<file path="config.mk">
export PLATFORM = sky130hd
export DESIGN_NAME = fsm
export DESIGN_NICKNAME = d
export VERILOG_FILES = /design/src/rtl/fsm_pkg.sv /design/src/rtl/fsm.sv
export SDC_FILE = /design/constraint.sdc
export NUM_CORES = 1
export LEC_CHECK = 0
export CORE_AREA = 4 4 41 43
export CTS_BUF_LIST = sky130_fd_sc_hd__clkbuf_16
export DETAILED_ROUTE_END_ITERATION = 12
export DIE_AREA = 0 0 45 47
export PLACE_DENSITY_LB_ADDON = 0.05
export SETUP_SLACK_MARGIN = 0.3
export SKIP_LAST_GASP = 1
export SYNTH_ARGS = -nofsm -noshare
export SYNTH_HDL_FRONTEND = slang
export SYNTH_SLANG_ARGS = --single-unit
</file>
<file path="constraint.sdc">
create_clock -name clk -period 1.55 [get_ports clk]
set_clock_uncertainty 0.15 [all_clocks]
set_input_delay 0.2325 -clock clk [delete_from_list [all_inputs] [get_ports clk]]
set_output_delay 0.2325 -clock clk [all_outputs]
set_load 0.005 [all_outputs]
</file>
<file path="src/rtl/fsm_pkg.sv">
// Shared types for the five-state sequencing controller: state encoding,
// the registered output bundle, and the per-state output decode.
package fsm_pkg;

    typedef enum logic [2:0] {
        IDLE  = 3'd0,
        S1    = 3'd1,
        S2    = 3'd2,
        S3    = 3'd3,
        ERROR = 3'd4
    } state_t;

    typedef struct packed {
        logic err;
        logic n_o1;
        logic o2;
        logic o3;
        logic o4;
    } out_t;

    localparam out_t OUT_IDLE  = '{err: 1'b0, n_o1: 1'b1, o2: 1'b0, o3: 1'b0, o4: 1'b0};
    localparam out_t OUT_S1    = '{err: 1'b0, n_o1: 1'b0, o2: 1'b1, o3: 1'b0, o4: 1'b0};
    localparam out_t OUT_S2    = '{err: 1'b0, n_o1: 1'b1, o2: 1'b1, o3: 1'b1, o4: 1'b0};
    localparam out_t OUT_S3    = '{err: 1'b0, n_o1: 1'b1, o2: 1'b0, o3: 1'b0, o4: 1'b1};
    localparam out_t OUT_ERROR = '{err: 1'b1, n_o1: 1'b1, o2: 1'b0, o3: 1'b0, o4: 1'b0};

    // Unused encodings decode to the IDLE values so recovery is clean.
    function automatic out_t state_outputs(input state_t s);
        out_t o;
        case (s)
            IDLE:    o = OUT_IDLE;
            S1:      o = OUT_S1;
            S2:      o = OUT_S2;
            S3:      o = OUT_S3;
            ERROR:   o = OUT_ERROR;
            default: o = OUT_IDLE;
        endcase
        return o;
    endfunction

endpackage

</file>
<file path="src/rtl/fsm.sv">
// Moore controller sequencing i1..i4 through IDLE/S1/S2/S3/ERROR with
// registered, glitch-free state-decoded outputs.
module fsm
    import fsm_pkg::*;
(
    input  logic clk,
    input  logic rst,
    input  logic i1,
    input  logic i2,
    input  logic i3,
    input  logic i4,
    output logic err,
    output logic n_o1,
    output logic o2,
    output logic o3,
    output logic o4
);

    state_t state_q;
    state_t state_d;
    out_t   out_q;
    out_t   out_d;

    // Priority-ordered transitions; first matching condition wins.
    always_comb begin : next_state_logic
        state_d = IDLE;
        case (state_q)
            IDLE: begin
                if (!i1)     state_d = IDLE;
                else if (i2) state_d = S1;
                else if (i3) state_d = S2;
                else         state_d = ERROR;
            end
            S1: begin
                if (!i2)     state_d = S1;
                else if (i3) state_d = S2;
                else if (i4) state_d = S3;
                else         state_d = ERROR;
            end
            S2: begin
                if (i3)      state_d = S2;
                else if (i4) state_d = S3;
                else         state_d = ERROR;
            end
            S3: begin
                if (!i1)     state_d = IDLE;
                else if (i2) state_d = ERROR;
                else         state_d = S3;
            end
            ERROR: begin
                if (i1)      state_d = ERROR;
                else         state_d = IDLE;
            end
            default: state_d = IDLE;
        endcase
    end

    // Outputs are loaded from the next-state decode so they line up with
    // the state register and never see a combinational input path.
    always_comb begin : next_output_logic
        out_d = OUT_IDLE;
        out_d = state_outputs(state_d);
    end

    always_ff @(posedge clk or posedge rst) begin
        if (rst) begin
            state_q <= IDLE;
            out_q   <= OUT_IDLE;
        end else begin
            state_q <= state_d;
            out_q   <= out_d;
        end
    end

    assign err  = out_q.err;
    assign n_o1 = out_q.n_o1;
    assign o2   = out_q.o2;
    assign o3   = out_q.o3;
    assign o4   = out_q.o4;

endmodule

</file>
Yosys cells after proc, flatten, opt, wreduce, memory -nomap -nowiden
Index checks and enable logic that the tools add are counted.
- equal/unequal tests: 8
- multiplexer cells: 11
- reduce and logical (&&, ||, !) cells: 1
- operators by type and width (cell ; number):
    2-to-1 mux 3 bit ; 9
    case mux 5 bit (4 select lines) ; 1
    case mux 3 bit (5 select lines) ; 1
    equality test 3 x 2 -> 1 bit (second input constant) ; 4
    equality test 3 x 1 -> 1 bit (second input constant) ; 2
    equality test 3 bit (second input constant) ; 2
    logical NOT 3 bit ; 1
- register bits after elaboration: 8
- input port bits: 6
- output and inout port bits: 5
- logic and storage cells: 26

Longest topological paths before layout
- depth in word-level cells: 6
- depth in mapped cells: 4
- mapped depth without buffers: 4

Least setup slack after synthesis
Ideal clock, no wire load.
- path kind: reg-to-reg
- start point: register state_q[0]
- end point: register out_q (netlist bit o2)
- library setup time: 124 ps
- arrival: 1152 ps
- data required time: 1276 ps
- path slack: 124 ps
- cell stages (with the launch flop): 5
- buffers on the path: 0
- clock period less this slack: 1426 ps
- cells stage by stage: dfrtp_1 > nor2_1 > a21oi_1 > o32a_4 > xnor2_1
- RTL lines (element ; RTL line ; text):
    start: declaration ; fsm.sv:19 ; state_t state_q;
    start signal: assignment ; fsm.sv:70 ; state_q <= state_d;
    end signal: assignment ; fsm.sv:71 ; out_q <= out_d;
    end: declaration ; fsm.sv:21 ; out_t out_q;

==> flow_metrics.tcl <==
set metrics [dict create \
    die_area_mm2 0.00212 \
    core_area_mm2 0.00130 \
    ys_seq_area_share_pct 50.3 \
    ir_drop_uv 931 \
    critPathSlowestCell "dfrtp_2" \
    slowest_delay_ns 0.47 \
    cts_made_buffers 3 \
    crit_fanout 6 \
    worstSetupPathType "reg2reg" \
    status "finished clean" \
    pre_cts_ws_ns -0.185 \
    worst_slew_pin_slew_ns 0.347 \
    syn_nets 42 \
    grt_pass1_wl_um 1410 \
    fillers 120 \
    grt_pass1_vias 307 \
    slew-limit-headroom_pct 76.9 \
    worst_r2r_path_depth 4 \
    route.detailed.drc 0 \
    hpwlAfterDp_um 614 \
    die_w_um 45 \
    area.growth.synth_to_final_pct 69.7 \
    yosysUniqueCellTypes 21 \
    routed_via_density 4.65 \
    cp.buffers_inverters 0 \
    leakage_nw 0.325 \
    synth_warnings 0 \
    root_buffer "clkbuf_16" \
    critPathArrivalTime_ns 1.41 \
    fin_crit_sh_pct 92.8 \
    drt-wirelength-per-cell_um 12.9 \
    drtIter0Drc 1 \
    cp.required_ns 1.52 \
    first_pass_iters 3 \
    ys_seq_elements 8 \
    r2r-end "o4" \
    io_buffers 10 \
    antenna_cells 0 \
    ioPinCount 11 \
    cts_tree "done" \
    cp-end-kind "register" \
    grt_usage_pct 9.92 \
    synth_top_cell_by_area "dfrtp_1" \
    clock_path_buffers 2 \
    final_util_pct 52.2 \
    cp-start-kind "register" \
    final_hold_viol_count 0 \
    drv_cap 0 \
    fp-row-count 13 \
    syn_inst 36 \
    drv_slew 0 \
    synth_top_area_share_pct 43.8 \
    routed_wl_um 889 \
    antenna_found_initial 0 \
    crit_chain "xor2_2 > a32oi_2 > o22ai_4 > nor2b_1" \
    rr_startpoint "state_q[0]" \
    synth.area.top_cells "dfrtp_1, dfstp_2, o32a_4" \
    rsz0062_at_grt "yes" \
    async_flop_share_pct 100 \
    dp.cells 63 \
    vias 321 \
    antenna_left 0 \
    cellPowerDensity_mw_per_mm2 2140 \
    routabilityCongestion 0.674 \
    stdcell_count 69 \
    ctsHtreeMaxLevel 1 \
    setup_ws_ns 0.111 \
    hold_path.class "in2async" \
    nNetsFinal 61 \
    clkSlewWorstSetupHoldPaths_ns 0.04 \
    period_minus_slack_ns 1.44 \
    fmax_mhz 695 \
    initial_core_util_pct 30.8 \
    avgSynthCellArea_um2 11.1 \
    synth_edf_count 0 \
    die_h_um 47 \
    layout-drive-gt1-share_pct 42.6 \
    r2r_slack_ns 0.11 \
    grt_max_degree 9 \
    cts_sinks 8 \
    grt-ovfl-total 0 \
    syn_area_um2 400 \
    setup_viol 0 \
    ys.flop_type "dfrtp_1" \
    ctsHoldBuffers 0 \
    cpLargestDelayFamily "flip-flops" \
    worstSkewPairLatency_ns 0.23 \
]
==> routing by layer <==
layer,part of all wire (%),vias up,track usage [%]
li1,-,157,-
met1,44,153,11.8
met2,48,9,16.1
met3,5.1,2,1.92
met4,2.7,0,7.02
met5,0,-,0
==> cell type report <==
class | instances | area [µm²] | area share (%)
clock inverters | 1 | 3.75 | 0.552
well taps | 15 | 18.8 | 2.76
inverters | 4 | 15.0 | 2.21
flip-flops and latches | 8 | 205 | 30.2
repair buffers | 14 | 119 | 17.5
multi-input cells | 24 | 243 | 35.7
clock buffers | 3 | 75.1 | 11.0
==> what timing repair did <==
item                                    CTS  global route
endpoints found under the setup margin   13            10
pin swaps                                 6             0
buffers inserted                          2             0
gates resized for setup                  17             5
==> power by group <==
group	internal (mW)	total, mW	switching, mW
Combinational	0.342	0.591	0.250
Clock	0.336	0.442	0.106
Sequential	0.314	0.420	0.105
Total	0.993	1.45	0.461
==> synth_stat cells (all sizes together) (2+ instances only) <==
cell type,count
inv,4
nor2b,3
nand2,2
a21oi,2
nor2,3
a21o,2
dfrtp,7
==> state kept, by name, indices dropped and copies added, names as in the netlist <==
register / count
n_o1: 1
o3: 1
err: 1
state_q: 3
o2: 1
o4: 1
==> cells in the final DEF (no fill, tap or decap) <==
| master | synthesis | routed |
|---|---|---|
| nor2b_2 | 1 | 1 |
| and2_1 | 1 | 1 |
| a21o_1 | 2 | 2 |
| nand2_1 | 2 | 2 |
| clkbuf_16 | 0 | 3 |
| mux2i_2 | 0 | 1 |
| clkdlybuf4s50_1 | 0 | 3 |
| dfstp_2 | 1 | 1 |
| o21ai_0 | 1 | 1 |
| nor2_1 | 3 | 2 |
| a21oi_4 | 0 | 1 |
| o32a_4 | 1 | 1 |
| a32oi_2 | 0 | 1 |
| a21oi_1 | 2 | 1 |
| dfrtp_1 | 7 | 4 |
| nor4_2 | 0 | 1 |
| buf_4 | 0 | 4 |
| dlygate4sd2_1 | 0 | 5 |
| clkdlybuf4s15_1 | 0 | 1 |
| nor2_4 | 0 | 1 |
| nor2b_4 | 0 | 1 |
| inv_1 | 4 | 5 |
| dfrtp_2 | 0 | 3 |
| clkbuf_2 | 0 | 1 |
| nand2b_4 | 0 | 1 |
| xnor2_1 | 1 | 1 |
| o21bai_1 | 1 | 1 |
| xor2_2 | 0 | 1 |
| o22ai_4 | 1 | 1 |
| nand4b_1 | 1 | 1 |
| nor2b_1 | 2 | 1 |
==> cells by family after synthesis <==
logic type | share of synthesized area (%)
xor+xnor | 4.38
compound gates | 22.2
mux | 2.50
buf+inv | 3.75
flops | 50.3
simple gates | 16.9
==> worst max-delay path by stage <==
stage / from / endpoint / slack (ns) / cells past startpoint
after floorplan: state_q[1] / o2 / 0.15 / 4
after global placement: i2 / o4 / -0.16 / 4
after detailed placement: i2 / o4 / -0.19 / 5
after CTS: state_q[0] / o4 / 0.13 / 4
after global routing: state_q[0] / o4 / 0.07 / 4
final: state_q[0] / o4 / 0.11 / 4
==> per-stage QoR <==
stage / hold WS [ns] / total power, mW / setup TNS, ns / instance area (µm²)
after detailed placement: 0.344 / 0.896 / -0.722 / 541
after global placement: 0.333 / 0.881 / -0.537 / 541
final: 0.0917 / 1.45 / 0 / 679
after floorplan: -0.103 / 0.703 / 0 / 407
after CTS: 0.100 / 1.44 / 0 / 672
after global routing: 0.131 / 1.54 / 0 / 679
(Power assumes the default switching activity.)
